`src/rtl/axil_pkg.sv`:
```
// Shared definitions for the AXI-Lite configuration sequencer: FSM encoding,
// table-entry field layout and the default delay marker.
package axil_pkg;

    localparam logic [5:0] S_IDLE  = 6'b000001;
    localparam logic [5:0] S_FETCH = 6'b000010;
    localparam logic [5:0] S_LOAD  = 6'b000100;
    localparam logic [5:0] S_ISSUE = 6'b001000;
    localparam logic [5:0] S_DELAY = 6'b010000;
    localparam logic [5:0] S_DRAIN = 6'b100000;

    typedef enum logic [5:0] {
        ST_IDLE  = S_IDLE,
        ST_FETCH = S_FETCH,
        ST_LOAD  = S_LOAD,
        ST_ISSUE = S_ISSUE,
        ST_DELAY = S_DELAY,
        ST_DRAIN = S_DRAIN
    } state_t;

    localparam int ENT_ADDR_HI = 63;
    localparam int ENT_ADDR_LO = 32;
    localparam int ENT_DATA_HI = 31;
    localparam int ENT_DATA_LO = 0;

    localparam logic [31:0] DELAY_MARK_DEFAULT = 32'hFFFF_FFFF;

    function automatic logic [31:0] ent_addr(input logic [63:0] ent);
        return ent[ENT_ADDR_HI:ENT_ADDR_LO];
    endfunction

    function automatic logic [31:0] ent_data(input logic [63:0] ent);
        return ent[ENT_DATA_HI:ENT_DATA_LO];
    endfunction

endpackage

```
`src/rtl/axil_cfg_seq.sv`:
```
// Walks a table of (address, data) entries and hands each one to the AXI-Lite
// write master as a cfg command; marker entries become timed pauses.
module axil_cfg_seq
    import axil_pkg::*;
#(
    parameter int          IDX_W      = 8,
    parameter logic [31:0] DELAY_MARK = DELAY_MARK_DEFAULT
) (
    input  logic             s_axi_aclk,
    input  logic             s_axi_areset,
    input  logic             start,
    input  logic [IDX_W:0]   seq_len,
    output logic             tbl_rd,
    output logic [IDX_W-1:0] tbl_addr,
    input  logic [63:0]      tbl_rdata,
    output logic             s_axi_cfg_wvalid,
    output logic [31:0]      s_axi_cfg_waddr,
    output logic [31:0]      s_axi_cfg_wdata,
    input  logic             s_axi_cfg_wready,
    output logic             busy,
    output logic             done,
    output logic [IDX_W:0]   wr_count
);

    state_t           state_r;
    logic [IDX_W-1:0] idx_r;
    logic [IDX_W:0]   len_r;
    logic [31:0]      dly_r;

    logic [31:0]      ent_addr_s;
    logic [31:0]      ent_data_s;
    logic             is_mark_s;
    logic             last_s;
    logic             xfer_s;
    logic             advance_s;
    logic [IDX_W-1:0] idx_next_s;

    assign ent_addr_s = ent_addr(tbl_rdata);
    assign ent_data_s = ent_data(tbl_rdata);
    assign is_mark_s  = (ent_addr_s == DELAY_MARK);
    assign xfer_s     = s_axi_cfg_wvalid & s_axi_cfg_wready;
    assign last_s     = ({1'b0, idx_r} == (len_r - (IDX_W+1)'(1'b1)));
    assign idx_next_s = idx_r + IDX_W'(1'b1);

    // Current entry is finished: zero-length pause, accepted write or expiring pause.
    always_comb begin
        advance_s = 1'b0;
        case (state_r)
            ST_LOAD: begin
                if (is_mark_s && (ent_data_s == 32'd0)) begin
                    advance_s = 1'b1;
                end else begin
                    advance_s = 1'b0;
                end
            end
            ST_ISSUE: advance_s = xfer_s;
            ST_DELAY: advance_s = (dly_r == 32'd1);
            default:  advance_s = 1'b0;
        endcase
    end

    // Sequencer FSM with all outputs registered.
    always_ff @(posedge s_axi_aclk or posedge s_axi_areset) begin
        if (s_axi_areset) begin
            state_r          <= ST_IDLE;
            idx_r            <= {IDX_W{1'b0}};
            len_r            <= {(IDX_W+1){1'b0}};
            dly_r            <= 32'd0;
            tbl_rd           <= 1'b0;
            tbl_addr         <= {IDX_W{1'b0}};
            s_axi_cfg_wvalid <= 1'b0;
            s_axi_cfg_waddr  <= 32'd0;
            s_axi_cfg_wdata  <= 32'd0;
            busy             <= 1'b0;
            done             <= 1'b0;
            wr_count         <= {(IDX_W+1){1'b0}};
        end else begin
            tbl_rd <= 1'b0;
            done   <= 1'b0;
            case (state_r)
                ST_IDLE: begin
                    if (start) begin
                        wr_count <= {(IDX_W+1){1'b0}};
                        if (seq_len == {(IDX_W+1){1'b0}}) begin
                            done <= 1'b1;
                        end else begin
                            len_r    <= seq_len;
                            idx_r    <= {IDX_W{1'b0}};
                            tbl_rd   <= 1'b1;
                            tbl_addr <= {IDX_W{1'b0}};
                            busy     <= 1'b1;
                            state_r  <= ST_FETCH;
                        end
                    end
                end
                ST_FETCH: state_r <= ST_LOAD;
                ST_LOAD: begin
                    if (is_mark_s) begin
                        if (ent_data_s != 32'd0) begin
                            dly_r   <= ent_data_s;
                            state_r <= ST_DELAY;
                        end
                    end else begin
                        s_axi_cfg_waddr  <= ent_addr_s;
                        s_axi_cfg_wdata  <= ent_data_s;
                        s_axi_cfg_wvalid <= 1'b1;
                        state_r          <= ST_ISSUE;
                    end
                end
                ST_ISSUE: begin
                    if (xfer_s) begin
                        s_axi_cfg_wvalid <= 1'b0;
                        wr_count         <= wr_count + (IDX_W+1)'(1'b1);
                    end
                end
                ST_DELAY: dly_r <= dly_r - 32'd1;
                ST_DRAIN: begin
                    // wready high again means the last B response has been consumed.
                    if (s_axi_cfg_wready) begin
                        done    <= 1'b1;
                        busy    <= 1'b0;
                        state_r <= ST_IDLE;
                    end
                end
                default: begin
                    s_axi_cfg_wvalid <= 1'b0;
                    busy             <= 1'b0;
                    state_r          <= ST_IDLE;
                end
            endcase

            if (advance_s) begin
                if (last_s) begin
                    state_r <= ST_DRAIN;
                end else begin
                    idx_r    <= idx_next_s;
                    tbl_addr <= idx_next_s;
                    tbl_rd   <= 1'b1;
                    state_r  <= ST_FETCH;
                end
            end
        end
    end

endmodule

```
`config.mk`:
```
export PLATFORM = sky130hd
export DESIGN_NAME = axil_cfg_seq
export DESIGN_NICKNAME = d
export VERILOG_FILES = /design/src/rtl/axil_pkg.sv /design/src/rtl/axil_cfg_seq.sv
export SDC_FILE = /design/constraint.sdc
export NUM_CORES = 1
export LEC_CHECK = 0
export CAP_MARGIN = 20
export CORE_MARGIN = 3
export CORE_UTILIZATION = 38
export CTS_CLUSTER_DIAMETER = 100
export DETAILED_ROUTE_END_ITERATION = 8
export PLACE_DENSITY = 0.7
export SYNTH_ARGS = -nofsm -noshare
export SYNTH_HDL_FRONTEND = slang
export SYNTH_SLANG_ARGS = --single-unit
```
`constraint.sdc`:
```
create_clock -name s_axi_aclk -period 9.1 [get_ports s_axi_aclk]
set_clock_uncertainty 0.2 [all_clocks]
set_input_delay 1.82 -clock s_axi_aclk [delete_from_list [all_inputs] [get_ports s_axi_aclk]]
set_output_delay 1.82 -clock s_axi_aclk [all_outputs]
set_load 0.02 [all_outputs]
```
==> results of run 1 <==
[final timing paths]
| check | startpoint | end | slack (ns) | depth (start not counted) |
|---|---|---|---|---|
| worst max-delay path | tbl_rdata[63] | dly_r[29]$_DFFE_PP0P_ | 4.17 | 9 |
| worst min-delay path | tbl_addr[7]$_DFF_PP0_ | tbl_addr[7]$_DFF_PP0_ | 0.30 | 1 |
| worst max register to register | state_r[1]$_DFFE_PP0P_ | dly_r[29]$_DFFE_PP0P_ | 5.78 | 8 |
| worst min register to register | tbl_addr[7]$_DFF_PP0_ | tbl_addr[7]$_DFF_PP0_ | 0.30 | 1 |
| max in group asynchronous | s_axi_areset | dly_r[26]$_DFFE_PP0P_ | 5.68 | 3 |
| min in group asynchronous | s_axi_areset | tbl_addr[6]$_DFF_PP0_ | 1.67 | 2 |
[stage by stage]
| step | power (W) | area (um^2) | hold slack (ns) | util | setup WS, ns |
|---|---|---|---|---|---|
| 6_report | 0.00254 | 9220 | 0.299 | 0.531 | 4.17 |
| 5_1_grt | 0.00268 | 9220 | 0.319 | 0.531 | 3.93 |
| 3_5_place_dp | 0.00182 | 8590 | 0.280 | 0.495 | 3.75 |
| 4_1_cts | 0.00258 | 9220 | 0.301 | 0.531 | 4.19 |
| 3_3_place_gp | 0.00181 | 8590 | 0.272 | 0.495 | 3.84 |
| 2_1_floorplan | 0.00139 | 6780 | 0.250 | - | 3.33 |
[cells in the mapped netlist (6+ instances only)]
cell,n,area (um^2)
xnor2_1,10,87.6
o22ai_1,8,50.1
dfrtp_1,139,3480
xor2_1,16,140
nand2_1,56,210
a21oi_1,33,165
a311oi_1,7,61.3
a211oi_1,8,60.1
a22o_1,6,52.6
or4_1,9,67.6
mux2_2,71,800
nor2_1,67,251
nand4_1,13,81.3
and3_1,10,62.6
o21ai_0,26,130
inv_1,26,97.6
nand3_1,10,50.1
nor4_1,17,106
nor3_1,16,80.1
clkbuf_1,27,101
[cell families after synthesis]
group                    synth area share
XOR/XNOR                           0.0336
flip-flops                          0.517
buffers and inverters              0.0349
AND/OR/NAND/NOR                     0.169
adder cells (fa/ha/maj)           0.00923
multiplexers                        0.125
AO/OA/AOI/OAI                       0.111
[sequential cells by signal, indices dropped and copies added (netlist names)]
register          count
state_r               6
s_axi_cfg_waddr      32
idx_r                 8
done                  1
tbl_rd                1
s_axi_cfg_wdata      32
tbl_addr              8
len_r                 9
busy                  1
wr_count              9
dly_r                32
s_axi_cfg_wvalid      1
[where the power goes]
| part | total [W] | leakage [nW] | internal [W] | switching (W) |
|---|---|---|---|---|
| Sequential | 0.000918 | 1.76 | 0.000801 | 0.000117 |
| Clock | 0.000733 | 0.299 | 0.000455 | 0.000278 |
| Combinational | 0.000891 | 1.79 | 0.000467 | 0.000423 |
| Total | 0.00254 | 3.85 | 0.00172 | 0.000818 |
[per-layer routing]
metal / GRT usage / part of all wire
met1: 0.232 / 0.44
met2: 0.280 / 0.47
met3: 0.0753 / 0.083
met4: 0.0525 / 0.012
met5: 0 / 0
[final cells by class]
cell class / instances / area share
tap: 225 / 0.0305
inverter: 26 / 0.0111
multi-input combinational: 449 / 0.331
timing repair buffer: 166 / 0.179
sequential: 140 / 0.380
clock inverter: 12 / 0.0175
clock buffer: 20 / 0.0506
==> results.yml, run 1 <==
pwr:
  p_leak_nw: 3.85
  power.density_mw_per_mm2: 276
  vdd_ir_drop_max_v: 0.000172
cells_and_area:
  antenna_cells: 0
  nets: 882
  mostFrequentLayoutCell: "clkdlybuf4s50_1"
  fin_cells: 1038
  drive_above_1_share: 0.150
  fillers: 1548
  layout_common_cells: "clkdlybuf4s50_1 (161), dfrtp_1 (139), mux2_2 (71)"
  seq_area_mm2: 0.00350
  multi_input_area_mm2: 0.00305
  area_growth_pct: 36.0
critical_path:
  end_kind: "flop"
  critical_path.top_delay_family: "simple AND/OR/NAND/NOR gates"
  crit_path_start_kind: "input port"
  cp.buffers_inverters: 2
  crit_arrival_ns: 5.06
  path_cells: "clkdlybuf4s50_1 -> nand4_1 -> or4_1 -> nor3_1 -> nand2b_1 -> buf_4 -> nand2_1 -> o21ai_0 -> a221oi_1"
  critPathMaxFanout: 35
  path_class: "input port to flop"
  cp.required_ns: 9.23
  cpPeakStageDelay_ns: 0.71
  crit_slowest_cell: "nand2_1"
placement:
  hpwl_mm: 12.1
  gp_congestion: 0.820
  numPortBuffers: 161
  placedCellCount: 1006
job:
  cap_violations: 0
yosys:
  synth.distinct_cells: 61
  synthFlopType: "dfrtp_1"
  ys_async_sr_fraction: 1.00
  synth_area_mm2: 0.00678
  synth_nets: 731
  synthesis.instances: 649
  ys_ff_latch: 140
  synth-warning-count: 0
  yosysSeqAreaShare: 0.517
  synth_edf_count: 0
  syn_area_per_cell_um2: 10.4
min_path:
  min_path_type: "flop to flop"
timing:
  final_max_slew_viol_count: 0
  finalHoldViolCount: 0
  worstMarginPinSlew_ns: 0.905
  tns_ns: 0
  fin_crit_sh: 0.542
  max_freq_mhz: 203
  slew_headroom: 0.397
  finalSetupViolCount: 0
  rsz0062_at_grt: "no"
  min_period_ns: 4.93
floorplanning:
  core.rowCount: 48
  fp.dieH_um: 140
  coreArea_mm2: 0.0174
  start_util: 0.390
  ios: 162
  die_w_um: 140
  dieArea_mm2: 0.0195
grt:
  grt_util_all_layers: 0.180
  grt_start_max_net_pins: 72
  grt_overflow_total: 0
  antenna_found_initial: 0
  grt_pass1_vias: 5604
  grt_pass1_wl_mm: 28.6
routing:
  num_vias: 5460
  vias_per_cell: 5.26
  wire_per_inst_um: 16.6
  drt_iter0_drc: 266
  ant_nets: 0
  drt_pre_antenna_iters: 4
  drc_errors: 0
  wirelength_mm: 17.2
clock_network:
  clk_pin_slew_ns: 0.06
  numCtsBuffers: 17
  ctsHoldBuffers: 0
  post-cts-setup-buffer-count: 0
  clk_latency_ns: 0.43
  postCtsResizedCells: 0
  cts_sinks: 140
  root_buffer: "clkbuf_16"
  cts_tree: "built"
  clockBufferDepth: 2
  h-tree-depth: 4
outcome:
  status: "finished clean"
Note: power is estimated with default switching activity, not from simulation.
==> run 2, diff against run 1 <==
Settings changed: PLACE_DENSITY 0.7 to 0.72.
Clock period 9.1 ns to 4.28 ns, I/O delays scaled along.
==> run 2 against run 1 <==
Effect of this change:
- wire length is 0.97% lower
- clock power increased by 87%
- non-clock buffer count is 8 higher
- via count increased by 2.0%
- cell count up 0.77%
- die area unchanged
- largest cell class unchanged
==> results.yml, run 2 (synthesis results as in run 1) <==
routing:
  drc_errors: 0
  drt_iter0_drc: 305
  drt_pre_antenna_iters: 5
  wirelength_mm: 17.1
  wire_per_inst_um: 16.3
  num_vias: 5571
  ant_nets: 0
  vias_per_cell: 5.33
floorplanning:
  core.rowCount: 48
  die_w_um: 140
  ios: 162
  dieArea_mm2: 0.0195
  fp.dieH_um: 140
  coreArea_mm2: 0.0174
  start_util: 0.390
timing:
  fin_ws_ns: 1.02
  min_period_ns: 3.26
  max_freq_mhz: 307
  finalSetupViolCount: 0
  finalHoldViolCount: 0
  slew_headroom: 0.336
  fin_crit_sh: 0.761
  rsz0062_at_grt: "no"
  tns_ns: 0
  worstMarginPinSlew_ns: 0.993
  final_max_slew_viol_count: 0
critical_path:
  end_kind: "flop"
  crit_arrival_ns: 3.36
  cp.required_ns: 4.39
  path_class: "input port to flop"
  crit_path_start_kind: "input port"
  rrSetupSlack_ns: 1.30
  critPathMaxFanout: 9
cells_and_area:
  largest_registers: "dly_r: 32 flops, s_axi_cfg_waddr: 32 flops, s_axi_cfg_wdata: 32 flops"
  nets: 890
  fin_cells: 1046
  area_growth_pct: 35.7
  drive_above_1_share: 0.152
  antenna_cells: 0
  mostFrequentLayoutCell: "clkdlybuf4s50_1"
  layout_common_cells: "clkdlybuf4s50_1 (161), dfrtp_1 (139), mux2_2 (71)"
job:
  cap_violations: 0
pwr:
  total_power_w: 0.00522
  vdd_ir_drop_max_v: 0.000344
  power_frac_seq: 0.374
  clkPwrFrac: 0.262
  p_leak_nw: 3.86
  power.density_mw_per_mm2: 568
  swShare: 0.324
  p_sw_w: 0.00169
  internal-power_w: 0.00353
  pwr-share-comb: 0.364
clock_network:
  clk_latency_ns: 0.42
  root_buffer: "clkbuf_16"
  cts_sinks: 140
  clockBufferDepth: 2
  clk_pin_slew_ns: 0.05
  postCtsResizedCells: 0
  h-tree-depth: 4
  cts_tree: "built"
  numCtsBuffers: 17
  ctsHoldBuffers: 0
  post-cts-setup-buffer-count: 0
placement:
  gp_congestion: 0.822
  dp_slack_ns: 0.592
  hpwl_mm: 12.1
  placedCellCount: 1014
  numPortBuffers: 161
grt:
  grt_overflow_total: 0
  grt_start_max_net_pins: 141
  grt_pass1_vias: 5511
  grt_util_all_layers: 0.177
  antenna_found_initial: 0
  grt_pass1_wl_mm: 28.2
min_path:
  min_path_type: "flop to flop"
outcome:
  status: "finished clean"
-- run 2: critical path, cell delays in order --
cell             delay, ns
clkdlybuf4s50_1       0.52
nand4_1               0.09
or4_1                 0.57
nor3_1                0.23
buf_4                 0.17
nand2b_1              0.07
nand2_1               0.25
buf_4                 0.22
o21ai_0               0.10
a221oi_1              0.29
-- run 2: final cells by class --
type	instances	area [um^2]
clock buffers	24	472
clock inverters	8	67.6
fillers	1565	8160
inverters	26	101
multi-input cells	449	3050
flip-flops and latches	140	3500
well taps	225	282
repair buffers	174	1720
-- run 2: path summary, 6_finish.rpt --
kind	startpoint	to	cells after the start
min reg2reg	tbl_addr[7]$_DFF_PP0_	tbl_addr[7]$_DFF_PP0_	1
min	tbl_addr[7]$_DFF_PP0_	tbl_addr[7]$_DFF_PP0_	1
max in group asynchronous	s_axi_areset	s_axi_cfg_wdata[29]$_DFFE_PP0P_	3
min in group asynchronous	s_axi_areset	s_axi_cfg_wdata[0]$_DFFE_PP0P_	3
max	tbl_rdata[61]	dly_r[29]$_DFFE_PP0P_	10
max reg2reg	state_r[2]$_DFFE_PP0P_	dly_r[29]$_DFFE_PP0P_	7
-- run 2: layer usage --
layer	routed length, um	vias to the layer above	global-route usage
li1	-	2661	-
met1	7750	2714	0.239
met2	7860	177	0.271
met3	1230	19	0.0588
met4	239	0	0.0566
met5	0	-	0
-- run 2: metrics by stage --
step | cell area [um^2] | utilization | hold WS (ns)
after floorplan | 6780 | - | 0.250
after global placement | 8660 | 0.499 | 0.277
after detailed placement | 8660 | 0.499 | 0.282
after CTS | 9200 | 0.530 | 0.294
after global routing | 9200 | 0.530 | 0.318
final | 9200 | 0.530 | 0.297
-- run 2: power groups by stage --
stage | Clock [W] | Sequential, W | Combinational, W
6_report | 0.00137 | 0.00195 | 0.00190
5_1_grt | 0.00146 | 0.00201 | 0.00204
4_1_cts | 0.00141 | 0.00195 | 0.00192
3_5_place_dp | 0 | 0.00197 | 0.00191
3_3_place_gp | 0 | 0.00196 | 0.00190
2_1_floorplan | 0 | 0.00232 | 0.000635
==> run 3, diff against run 2 <==
Settings changed: PLACE_DENSITY 0.72 to 0.7.
Clock period 4.28 ns to 3.25 ns, I/O delays scaled along.
==> run 3 against run 2 <==
Effect of this change:
- total power up 37%
- setup slack lost 0.60 ns
- worst hold slack lost 0.0017 ns
- flip-flop and latch count unchanged
- sequential power is 32% higher
- combinational power grew 33%
- wire length up 0.96%
- cell count grew 1.3%
- largest cell class unchanged
- sequential share of layout area down 0.96 points
- critical endpoint is now dly_r[21]$_DFFE_PP0P_
==> results.yml, run 3 (synthesis results as in run 1) <==
critical_path:
  critPathMaxFanout: 12
  critical_path.top_delay_family: "simple AND/OR/NAND/NOR gates"
  rr_worst_depth: 8
  path_cells: "clkdlybuf4s50_1 -> nand4_1 -> or4_1 -> nor3_1 -> buf_4 -> nand2b_1 -> nand2_1 -> buf_4 -> o21ai_0 -> a221oi_1"
  crit_path_start_kind: "input port"
  rrSetupSlack_ns: 0.48
  cp.required_ns: 3.36
  end_kind: "flop"
  crit_arrival_ns: 2.94
  path_class: "input port to flop"
  rr_endpoint: "idx_r[4]$_DFF_PP0_"
  cpPeakStageDelay_ns: 0.56
  cp-startpoint: "tbl_rdata[63]"
  cp.buffers_inverters: 3
  crit_slowest_cell: "or4_1"
  r2r_start: "dly_r[25]$_DFFE_PP0P_"
  cp_common_cell: "buf_4"
cells_and_area:
  fin_cells: 1060
  drive_above_1_share: 0.168
  nets: 905
  antenna_cells: 0
  mostFrequentLayoutCell: "clkdlybuf4s50_1"
  design_area_mm2: 0.00944
  largest_registers: "dly_r: 32 flops, s_axi_cfg_waddr: 32 flops, s_axi_cfg_wdata: 32 flops"
  area_growth_pct: 39.2
  layout_common_cells: "clkdlybuf4s50_1 (161), dfrtp_1 (139), mux2_2 (71)"
  fin_util: 0.544
timing:
  slew_headroom: 0.630
  rsz0062_at_grt: "no"
  fin_crit_sh: 0.870
  final_max_slew_viol_count: 0
  worstMarginPinSlew_ns: 0.554
  finalHoldViolCount: 0
  max_freq_mhz: 354
  min_period_ns: 2.83
  tns_ns: 0
  finalSetupViolCount: 0
routing:
  drt_pre_antenna_iters: 4
  drt_iter0_drc: 316
  wire_per_inst_um: 16.3
  ant_nets: 0
  wirelength_mm: 17.2
  drc_errors: 0
  num_vias: 5520
  vias_per_cell: 5.21
clock_network:
  postCtsResizedCells: 0
  clk_latency_ns: 0.41
  h-tree-depth: 4
  post-cts-setup-buffer-count: 0
  clockBufferDepth: 2
  ctsHoldBuffers: 0
  clk_pin_slew_ns: 0.06
  root_buffer: "clkbuf_16"
  cts_sinks: 140
  numCtsBuffers: 17
  cts_tree: "built"
pwr:
  pwr-share-comb: 0.353
  p_sw_w: 0.00223
  p_leak_nw: 3.97
  internal-power_w: 0.00495
  clkPwrFrac: 0.289
  swShare: 0.310
  power_frac_seq: 0.358
  power.density_mw_per_mm2: 761
  vdd_ir_drop_max_v: 0.000460
min_path:
  min_to: "dly_r[27]$_DFFE_PP0P_"
  hold_depth: 1
  min_from: "dly_r[27]$_DFFE_PP0P_"
  min_path_type: "flop to flop"
grt:
  grt_pass1_vias: 5719
  grt_pass1_wl_mm: 28.6
  grt_overflow_total: 0
  antenna_found_initial: 0
  grt_util_all_layers: 0.180
  grt_start_max_net_pins: 86
placement:
  hpwl_mm: 12.4
  placedCellCount: 1029
  gp_congestion: 0.812
  place_area_mm2: 0.00881
  numPortBuffers: 161
floorplanning:
  core.rowCount: 48
  coreArea_mm2: 0.0174
  dieArea_mm2: 0.0195
  ios: 162
  start_util: 0.390
  fp.dieH_um: 140
  die_w_um: 140
job:
  cap_violations: 0
outcome:
  status: "finished clean"
run 3: per-stage QoR:
stage	setup slack, ns	total power [W]	hold WS (ns)
floorplan	0.502	0.00390	0.250
global route	0.227	0.00758	0.317
finish	0.422	0.00718	0.296
global placement	0.0303	0.00511	0.280
detailed placement	0.00814	0.00514	0.283
CTS	0.445	0.00726	0.296
run 3: how the worst max path moves through the flow:
stage	end	slack, ns	cells after the start
floorplan	dly_r[30]$_DFFE_PP0P_	0.50	9
global placement	dly_r[21]$_DFFE_PP0P_	0.03	10
detailed placement	dly_r[21]$_DFFE_PP0P_	0.008	10
CTS	dly_r[21]$_DFFE_PP0P_	0.45	10
global route	dly_r[21]$_DFFE_PP0P_	0.23	10
finish	dly_r[21]$_DFFE_PP0P_	0.42	10
run 3: final cells by class:
type                            instances  area (um^2)
Timing Repair Buffer                  189         1870
Clock buffer                           25          495
Clock inverter                          6          133
Multi-Input combinational cell        449         3050
Fill cell                            1546         7920
Tap cell                              225          282
Inverter                               26          101
Sequential cell                       140         3500
run 3: worst reg2reg max path, stage by stage (launching register included):
cell,delay (ns)
dfrtp_1,0.44
or4_1,0.60
or4_4,0.48
nor2_2,0.11
a41oi_2,0.17
a21oi_4,0.27
buf_12,0.17
nand2_1,0.08
mux2i_1,0.12
run 3: routing by layer:
metal	vias to the layer above	track usage	wire, um	part of all wire
li1	2685	-	-	-
met1	2651	0.234	7630	0.44
met2	160	0.283	8060	0.47
met3	24	0.0625	1240	0.072
met4	0	0.0592	301	0.017
met5	-	0	0	0
run 3: power by group through the flow:
stage                     Combinational, W  Sequential [W]  Clock (W)
after global routing               0.00271         0.00265    0.00221
after detailed placement           0.00255         0.00259          0
after CTS                          0.00257         0.00258    0.00212
after floorplan                   0.000836         0.00306          0
final                              0.00253         0.00257    0.00207
after global placement             0.00253         0.00258          0
